`src/rtl/tc_pll_ctrl_if.sv`:
```
// -----------------------------------------------------------------------------
// tc_pll_ctrl_if
//
// Configuration channel into the PLL sequencer. A valid/ready handshake
// carries one complete divider/bypass set per transfer.
//
//   cfg_valid    master -> slave  new configuration offered (held until taken)
//   cfg_ready    slave  -> master configuration accepted this cycle if valid
//   cfg_refdiv   master -> slave  reference divider
//   cfg_fbdiv    master -> slave  feedback divider
//   cfg_postdiv1 master -> slave  post-divider 1
//   cfg_postdiv2 master -> slave  post-divider 2
//   cfg_bp       master -> slave  bypass request
// -----------------------------------------------------------------------------
interface tc_pll_ctrl_if #(
  parameter int unsigned REFDIV_W = 8,
  parameter int unsigned FBDIV_W  = 12,
  parameter int unsigned PD1_W    = 4,
  parameter int unsigned PD2_W    = 2
);

  logic                cfg_valid;
  logic                cfg_ready;
  logic [REFDIV_W-1:0] cfg_refdiv;
  logic [FBDIV_W-1:0]  cfg_fbdiv;
  logic [PD1_W-1:0]    cfg_postdiv1;
  logic [PD2_W-1:0]    cfg_postdiv2;
  logic                cfg_bp;

  modport master (
    output cfg_valid,
    output cfg_refdiv,
    output cfg_fbdiv,
    output cfg_postdiv1,
    output cfg_postdiv2,
    output cfg_bp,
    input  cfg_ready
  );

  modport slave (
    input  cfg_valid,
    input  cfg_refdiv,
    input  cfg_fbdiv,
    input  cfg_postdiv1,
    input  cfg_postdiv2,
    input  cfg_bp,
    output cfg_ready
  );

endinterface

```
`src/rtl/tc_pll_ctrl.sv`:
```
// -----------------------------------------------------------------------------
// tc_pll_ctrl
//
// PLL configuration and lock sequencer. Owns the divider/bypass registers of
// the PLL macro, holds the macro in reset for RST_CYCLES, waits at least
// LOCK_CNT_END+1 cycles for lock (optionally also for the synchronised lock
// detect), and re-runs the sequence on every accepted reconfiguration or on
// loss of lock. lock_o is never high while the dividers are being changed.
//
// Ports
//   clk_i           reference clock; every flop lives in this domain
//   rst_i           asynchronous, active-high reset
//   cfg             configuration channel (slave side of tc_pll_ctrl_if)
//   lkdt_i          macro lock detect, asynchronous to clk_i
//   pll_rst_o       macro reset (also held high in bypass to power it down)
//   pll_refdiv_o    registered reference divider
//   pll_fbdiv_o     registered feedback divider
//   pll_postdiv1_o  registered post-divider 1
//   pll_postdiv2_o  registered post-divider 2
//   pll_bp_o        registered bypass
//   lock_o          output clock valid (LOCK or BYP)
//   state_o         current state: HOLD=0, WAIT=1, LOCK=2, BYP=3
//   relock_cnt_o    saturating count of lock-loss events
//
// All outputs come straight from flops; nothing combinational reaches a port.
// -----------------------------------------------------------------------------
module tc_pll_ctrl #(
  parameter int unsigned           REFDIV_W     = 8,
  parameter int unsigned           FBDIV_W      = 12,
  parameter int unsigned           PD1_W        = 4,
  parameter int unsigned           PD2_W        = 2,
  parameter int unsigned           RST_CYCLES   = 16,
  parameter int unsigned           LOCK_CNT_W   = 20,
  parameter logic [LOCK_CNT_W-1:0] LOCK_CNT_END = 20'h1FFFF,
  parameter bit                    USE_LKDT     = 1'b1,
  parameter logic [REFDIV_W-1:0]   DEF_REFDIV   = REFDIV_W'(1),
  parameter logic [FBDIV_W-1:0]    DEF_FBDIV    = FBDIV_W'(1),
  parameter logic [PD1_W-1:0]      DEF_PD1      = PD1_W'(1),
  parameter logic [PD2_W-1:0]      DEF_PD2      = PD2_W'(1),
  parameter logic                  DEF_BP       = 1'b1
) (
  input  logic                clk_i,
  input  logic                rst_i,
  tc_pll_ctrl_if.slave        cfg,
  input  logic                lkdt_i,
  output logic                pll_rst_o,
  output logic [REFDIV_W-1:0] pll_refdiv_o,
  output logic [FBDIV_W-1:0]  pll_fbdiv_o,
  output logic [PD1_W-1:0]    pll_postdiv1_o,
  output logic [PD2_W-1:0]    pll_postdiv2_o,
  output logic                pll_bp_o,
  output logic                lock_o,
  output logic [1:0]          state_o,
  output logic [7:0]          relock_cnt_o
);

  // ---------------------------------------------------------------------------
  // Types and constants
  // ---------------------------------------------------------------------------
  typedef enum logic [1:0] {
    ST_HOLD = 2'd0,
    ST_WAIT = 2'd1,
    ST_LOCK = 2'd2,
    ST_BYP  = 2'd3
  } state_e;

  // hold_cnt only has to reach RST_CYCLES-1.
  localparam int unsigned        HOLD_W    = (RST_CYCLES > 1) ? $clog2(RST_CYCLES) : 1;
  localparam logic [HOLD_W-1:0]  HOLD_LAST = HOLD_W'(RST_CYCLES - 1);
  localparam logic [7:0]         RELOCK_MAX = 8'hFF;

  // ---------------------------------------------------------------------------
  // Lock-detect synchroniser
  // ---------------------------------------------------------------------------
  // lkdt_i comes from the macro's own clock domain; two flops bring it into
  // clk_i before any decision is taken on it.
  logic [1:0] lkdt_sync_q;
  logic       lkdt_s;

  // NOTE: sequential state is always written with non-blocking assignments so
  // every flop samples the pre-edge value of every other flop.
  always_ff @(posedge clk_i or posedge rst_i) begin
    if (rst_i) begin
      lkdt_sync_q <= 2'b00;
    end else begin
      lkdt_sync_q <= {lkdt_sync_q[0], lkdt_i};
    end
  end

  assign lkdt_s = lkdt_sync_q[1];

  // ---------------------------------------------------------------------------
  // Sequencer state
  // ---------------------------------------------------------------------------
  state_e                state_q,      state_d;
  logic [HOLD_W-1:0]     hold_cnt_q,   hold_cnt_d;
  logic [LOCK_CNT_W-1:0] lock_cnt_q,   lock_cnt_d;
  logic [7:0]            relock_q,     relock_d;
  logic                  cfg_ready_q;
  logic                  accept;
  logic                  lkdt_ok;
  logic                  lkdt_lost;
  logic                  lock_d;
  logic                  ready_d;
  logic                  pll_rst_d;

  // cfg_ready is a registered copy of "state is LOCK or BYP", so an accept can
  // only happen in those two states.
  assign accept    = cfg.cfg_valid & cfg_ready_q;
  assign lkdt_ok   = !USE_LKDT || lkdt_s;
  assign lkdt_lost = USE_LKDT && !lkdt_s;

  // NOTE: every variable written here gets a default first, so no path through
  // the block leaves a value unassigned and no latch can be inferred.
  always_comb begin
    state_d    = state_q;
    hold_cnt_d = hold_cnt_q;
    lock_cnt_d = lock_cnt_q;
    relock_d   = relock_q;

    case (state_q)
      ST_HOLD: begin
        if (hold_cnt_q == HOLD_LAST) begin
          hold_cnt_d = '0;
          // The bypass register has already been updated by the accept that
          // brought us here, so this picks the newly requested mode.
          state_d    = pll_bp_o ? ST_BYP : ST_WAIT;
        end else begin
          hold_cnt_d = hold_cnt_q + 1'b1;
        end
      end

      ST_WAIT: begin
        if (lock_cnt_q != LOCK_CNT_END) begin
          lock_cnt_d = lock_cnt_q + 1'b1;
        end
        // Minimum wait elapsed; with lock detect in use, stay here as long as
        // the macro does not report lock.
        if ((lock_cnt_q == LOCK_CNT_END) && lkdt_ok) begin
          lock_cnt_d = '0;
          state_d    = ST_LOCK;
        end
      end

      ST_LOCK: begin
        // A reconfiguration wins over a coincident lock loss and is not
        // counted as a relock event.
        if (accept) begin
          state_d = ST_HOLD;
        end else if (lkdt_lost) begin
          state_d = ST_HOLD;
          if (relock_q != RELOCK_MAX) begin
            relock_d = relock_q + 8'd1;
          end
        end
      end

      ST_BYP: begin
        // Macro is powered down: lock detect is meaningless here.
        if (accept) begin
          state_d = ST_HOLD;
        end
      end

      default: begin
        state_d = ST_HOLD;
      end
    endcase

    // Port-level flags are registered alongside the state so they change on
    // the same edge as state_o.
    lock_d    = (state_d == ST_LOCK) || (state_d == ST_BYP);
    ready_d   = lock_d;
    pll_rst_d = (state_d == ST_HOLD) || (state_d == ST_BYP);
  end

  always_ff @(posedge clk_i or posedge rst_i) begin
    if (rst_i) begin
      state_q     <= ST_HOLD;
      hold_cnt_q  <= '0;
      lock_cnt_q  <= '0;
      relock_q    <= '0;
      cfg_ready_q <= 1'b0;
      lock_o      <= 1'b0;
      pll_rst_o   <= 1'b1;
    end else begin
      state_q     <= state_d;
      hold_cnt_q  <= hold_cnt_d;
      lock_cnt_q  <= lock_cnt_d;
      relock_q    <= relock_d;
      cfg_ready_q <= ready_d;
      lock_o      <= lock_d;
      pll_rst_o   <= pll_rst_d;
    end
  end

  // ---------------------------------------------------------------------------
  // Divider / bypass registers
  // ---------------------------------------------------------------------------
  // Loaded only on accept, which always sends the state to HOLD on the same
  // edge, so the macro sees new dividers only while it is held in reset.
  always_ff @(posedge clk_i or posedge rst_i) begin
    if (rst_i) begin
      pll_refdiv_o   <= DEF_REFDIV;
      pll_fbdiv_o    <= DEF_FBDIV;
      pll_postdiv1_o <= DEF_PD1;
      pll_postdiv2_o <= DEF_PD2;
      pll_bp_o       <= DEF_BP;
    end else if (accept) begin
      pll_refdiv_o   <= cfg.cfg_refdiv;
      pll_fbdiv_o    <= cfg.cfg_fbdiv;
      pll_postdiv1_o <= cfg.cfg_postdiv1;
      pll_postdiv2_o <= cfg.cfg_postdiv2;
      pll_bp_o       <= cfg.cfg_bp;
    end
  end

  // ---------------------------------------------------------------------------
  // Output assignments
  // ---------------------------------------------------------------------------
  assign cfg.cfg_ready = cfg_ready_q;
  assign state_o       = state_q;
  assign relock_cnt_o  = relock_q;

endmodule

```
`src/flat_wrapper.sv`:
```
// flat-port wrapper written by rule: the top's interface ports become plain ports
module tc_pll_ctrl_flat 
#(
  parameter int unsigned           REFDIV_W     = 8,
  parameter int unsigned           FBDIV_W      = 12,
  parameter int unsigned           PD1_W        = 4,
  parameter int unsigned           PD2_W        = 2,
  parameter int unsigned           RST_CYCLES   = 16,
  parameter int unsigned           LOCK_CNT_W   = 20,
  parameter logic [LOCK_CNT_W-1:0] LOCK_CNT_END = 20'h1FFFF,
  parameter bit                    USE_LKDT     = 1'b1,
  parameter logic [REFDIV_W-1:0]   DEF_REFDIV   = REFDIV_W'(1),
  parameter logic [FBDIV_W-1:0]    DEF_FBDIV    = FBDIV_W'(1),
  parameter logic [PD1_W-1:0]      DEF_PD1      = PD1_W'(1),
  parameter logic [PD2_W-1:0]      DEF_PD2      = PD2_W'(1),
  parameter logic                  DEF_BP       = 1'b1
)
  (clk_i, rst_i, lkdt_i, pll_rst_o, pll_refdiv_o, pll_fbdiv_o, pll_postdiv1_o, pll_postdiv2_o, pll_bp_o, lock_o, state_o, relock_cnt_o, cfg_cfg_valid, cfg_cfg_refdiv, cfg_cfg_fbdiv, cfg_cfg_postdiv1, cfg_cfg_postdiv2, cfg_cfg_bp, cfg_cfg_ready);
  tc_pll_ctrl_if #(.REFDIV_W(REFDIV_W), .FBDIV_W(FBDIV_W), .PD1_W(PD1_W), .PD2_W(PD2_W)) cfg_i ();
  input  logic clk_i;
  input  logic rst_i;
  input  logic lkdt_i;
  output logic pll_rst_o;
  output logic [REFDIV_W-1:0] pll_refdiv_o;
  output logic [FBDIV_W-1:0] pll_fbdiv_o;
  output logic [PD1_W-1:0] pll_postdiv1_o;
  output logic [PD2_W-1:0] pll_postdiv2_o;
  output logic pll_bp_o;
  output logic lock_o;
  output logic [1:0] state_o;
  output logic [7:0] relock_cnt_o;
  input wire logic [$bits(cfg_i.cfg_valid)-1:0] cfg_cfg_valid;
  input wire logic [$bits(cfg_i.cfg_refdiv)-1:0] cfg_cfg_refdiv;
  input wire logic [$bits(cfg_i.cfg_fbdiv)-1:0] cfg_cfg_fbdiv;
  input wire logic [$bits(cfg_i.cfg_postdiv1)-1:0] cfg_cfg_postdiv1;
  input wire logic [$bits(cfg_i.cfg_postdiv2)-1:0] cfg_cfg_postdiv2;
  input wire logic [$bits(cfg_i.cfg_bp)-1:0] cfg_cfg_bp;
  output wire logic [$bits(cfg_i.cfg_ready)-1:0] cfg_cfg_ready;
  assign cfg_i.cfg_valid = cfg_cfg_valid;
  assign cfg_i.cfg_refdiv = cfg_cfg_refdiv;
  assign cfg_i.cfg_fbdiv = cfg_cfg_fbdiv;
  assign cfg_i.cfg_postdiv1 = cfg_cfg_postdiv1;
  assign cfg_i.cfg_postdiv2 = cfg_cfg_postdiv2;
  assign cfg_i.cfg_bp = cfg_cfg_bp;
  assign cfg_cfg_ready = cfg_i.cfg_ready;
  tc_pll_ctrl #(.REFDIV_W(REFDIV_W), .FBDIV_W(FBDIV_W), .PD1_W(PD1_W), .PD2_W(PD2_W), .RST_CYCLES(RST_CYCLES), .LOCK_CNT_W(LOCK_CNT_W), .LOCK_CNT_END(LOCK_CNT_END), .USE_LKDT(USE_LKDT), .DEF_REFDIV(DEF_REFDIV), .DEF_FBDIV(DEF_FBDIV), .DEF_PD1(DEF_PD1), .DEF_PD2(DEF_PD2), .DEF_BP(DEF_BP)) u_core (.clk_i(clk_i), .rst_i(rst_i), .cfg(cfg_i), .lkdt_i(lkdt_i), .pll_rst_o(pll_rst_o), .pll_refdiv_o(pll_refdiv_o), .pll_fbdiv_o(pll_fbdiv_o), .pll_postdiv1_o(pll_postdiv1_o), .pll_postdiv2_o(pll_postdiv2_o), .pll_bp_o(pll_bp_o), .lock_o(lock_o), .state_o(state_o), .relock_cnt_o(relock_cnt_o));
endmodule
```
`config.mk`:
```
export PLATFORM = sky130hd
export DESIGN_NAME = tc_pll_ctrl_flat
export DESIGN_NICKNAME = d
export VERILOG_FILES = /design/src/rtl/tc_pll_ctrl_if.sv /design/src/rtl/tc_pll_ctrl.sv /design/src/flat_wrapper.sv
export SDC_FILE = /design/constraint.sdc
export NUM_CORES = 1
export LEC_CHECK = 0
export BUFFER_PORTS_ARGS = -buffer_cell sky130_fd_sc_hd__buf_4
export CORE_MARGIN = 1
export CORE_UTILIZATION = 50
export CTS_CLUSTER_DIAMETER = 150
export DETAILED_ROUTE_END_ITERATION = 10
export PLACE_DENSITY = 0.81
export SLEW_MARGIN = 25
export SYNTH_ARGS = -nofsm -noshare
export SYNTH_HDL_FRONTEND = slang
export SYNTH_SLANG_ARGS = --single-unit
```
`constraint.sdc`:
```
create_clock -name clk_i -period 4.9 [get_ports clk_i]
set_input_delay 0.735 -clock clk_i [delete_from_list [all_inputs] [get_ports clk_i]]
set_output_delay 0.735 -clock clk_i [all_outputs]
set_load 0.02 [all_outputs]
```
==> metrics.yaml <==
run_status:
  status: "finished, final reports clean"
setup_path:
  end_kind: "register"
  start_kind: "register"
  crit_type: "register to register"
  worstPathRequired_ps: 5120
  cp_max_fo: 7
  cp.arrival_ps: 2600
clocking:
  cts_inserted_buffers: 9
  holdBufCountCts: 0
  clk_pin_slew_ps: 70
  clock_path_buffers: 2
  cts_sinks: 65
  cts_resized: 0
  cts_setup_buffers: 0
  cts_tree: "built"
  root_buffer: "clkbuf_8"
  htree_levels: 3
  insertion_delay_ps: 330
global_routing:
  grt_pass1_vias: 2118
  track_usage: 0.204
  top_usage_layer: "met2"
  antenna_found_initial: 0
  grtUsageMet2: 0.325
  grt_max_degree: 66
  grtUsageMet3: 0.0372
  globalRouteOverflowTotal: 0
  grt_pass1_wl_mm: 9.54
  grtUsageMet1: 0.262
sta:
  period_share: 0.486
  tightest_slew_ps: 781
  setup_ws_ps: 2520
  rsz0062_at_grt: "no"
  whs_ps: 351
  slew_headroom: 0.479
  final.min_clock_period_ps: 2380
  hold_viol_final: 0
  timing.fmax_ghz: 0.420
  final.setup.tns_ps: 0
  finalMaxSlewViolations: 0
  final.setup_skew_ps: 5.71
  finalSetupViolCount: 0
drt:
  drcViolationCount: 0
  dr.pass1.iters: 4
  vias: 2113
  viasPerCell: 5.36
  drtIter0Drc: 112
  wire_per_inst_um: 14.4
  ant_nets: 0
  wl_mm: 5.69
worst_hold_path:
  hold_class: "register to register"
pwr:
  ir_worst_vdd_v: 0.000234
  p_leak_nw: 1.85
  p_per_area_nw_per_um2: 265
  power_mw: 0.981
synthesis:
  synth.distinct_cells: 43
  ys_ff_latch: 65
  yosysTopAreaCell: "dfrtp_1"
  yosys_warnings: 0
  postSynth.asyncResetShare: 1.00
  synth_edf_count: 0
  synth.area.top_cells: "dfrtp_1, mux2_2, dfstp_2, xnor2_1, nand4_1"
  synth_area_per_cell_sq_um: 12.2
  yosysSeqAreaShare: 0.563
  synthCells: 239
  synth_most_common_cell: "dfrtp_1"
  synth_top_area_frac: 0.508
  synthTopCellsByCount: "dfrtp_1, mux2_2, nand2_1"
  synth_ff_type: "dfrtp_1"
  synthesis.area_sq_um: 2900
  synth.net_count: 275
finish:
  diodes: 0
  synthToLayoutAreaGrowth_pct: 27.4
  nets: 353
  drive_above_1_share: 0.407
floorplan:
  num_rows: 27
  fp.dieArea_sq_um: 6120
  fp.dieW_um: 78.2
  fp.dieH_um: 78.2
  initial_core_util: 0.524
  ios: 71
  coreArea_sq_um: 5540
placement:
  dp_hpwl_mm: 3.94
  portBuffers: 70
  gp_congestion: 0.826
  pre_cts_ws_ps: 2450
flow_run:
  cap_violations: 0
-- report_power, final --
| part | internal [mW] | switching, mW |
|---|---|---|
| clock | 0.225 | 0.189 |
| sequential | 0.538 | 0.000663 |
| combinational | 0.0160 | 0.0133 |
| total | 0.778 | 0.203 |
-- final cells by class --
| type | instances | area [sq um] |
|---|---|---|
| clock buffer | 14 | 173 |
| clock inverter | 2 | 12.5 |
| fill | 423 | 1840 |
| inverter | 6 | 22.5 |
| multi-input combinational | 162 | 1220 |
| sequential | 65 | 1630 |
| tap | 72 | 90.1 |
| timing repair buffer | 73 | 548 |
-- metal layers --
metal | wire [um] | up-vias | part of all wire
met5 | 0 | - | 0
met3 | 203 | 8 | 0.036
met4 | 57 | 0 | 0.010
met1 | 2580 | 1020 | 0.45
met2 | 2850 | 53 | 0.50
li1 | - | 1032 | -
-- cells in the final DEF (no fill, tap or decap), types with 3 or more instances in the layout --
master	count
mux2_2	29
buf_4	73
clkbuf_8	12
dfrtp_1	59
nor2_1	11
a21oi_1	4
and2_1	3
or4_1	5
nand4_1	11
nor4_1	3
o21ai_0	7
dfstp_2	6
nand3_1	10
inv_1	5
xor2_1	4
nand2_1	18
and3_1	3
a31oi_1	5
ha_1	5
xnor2_1	15
-- cells by family (layout without fill, tap and decap cells) --
logic type / count (synthesis) / count (layout) / synth area share
adder cells (fa/ha/maj): 5 / 5 / 0.0215
flip-flops: 65 / 65 / 0.563
AND/OR/NAND/NOR: 79 / 79 / 0.154
buffers and inverters: 12 / 95 / 0.0177
AO/OA/AOI/OAI: 29 / 29 / 0.0707
XOR/XNOR: 19 / 19 / 0.0573
multiplexers: 30 / 30 / 0.116
-- final timing paths --
check                                       from               endpoint  slack, ps  depth (start not counted)
min in group asynchronous                  rst_i  u_core.pll_fbdiv_o[4]        630                          3
min                        u_core.lkdt_sync_q[0]  u_core.lkdt_sync_q[1]        350                          0
min reg2reg                u_core.lkdt_sync_q[0]  u_core.lkdt_sync_q[1]        350                          0
max reg2reg                 u_core.lock_cnt_q[5]          u_core.lock_o       2520                          7
max in group asynchronous                  rst_i   u_core.lock_cnt_q[4]       3750                          3
max                         u_core.lock_cnt_q[5]          u_core.lock_o       2520                          7
-- state kept, by name (all words and copies together), names as in the netlist --
name / cells
u_core.lkdt_sync_q: 2
u_core.pll_postdiv2_o: 2
u_core.pll_bp_o: 1
u_core.pll_rst_o: 1
u_core.lock_o: 1
u_core.state_o: 2
u_core.hold_cnt_q: 4
u_core.pll_fbdiv_o: 12
u_core.pll_refdiv_o: 8
u_core.lock_cnt_q: 20
u_core.relock_cnt_o: 8
u_core.pll_postdiv1_o: 4
-- critical path: stages (launching register included) --
cell,delay (ps)
dfrtp_1,430
and4_2,310
nand4_4,150
nor4_1,490
nand2_1,140
a31o_2,280
ha_1,190
or2_2,280
-- through the flow --
step	cells	utilization	cell area [sq um]
6_report	394	0.668	3700
5_1_grt	394	0.668	3700
4_1_cts	394	0.668	3700
3_3_place_gp	378	0.634	3510
2_1_floorplan	239	-	2900
3_5_place_dp	378	0.634	3510
No activity file was read; power rests on OpenSTA's default activity.
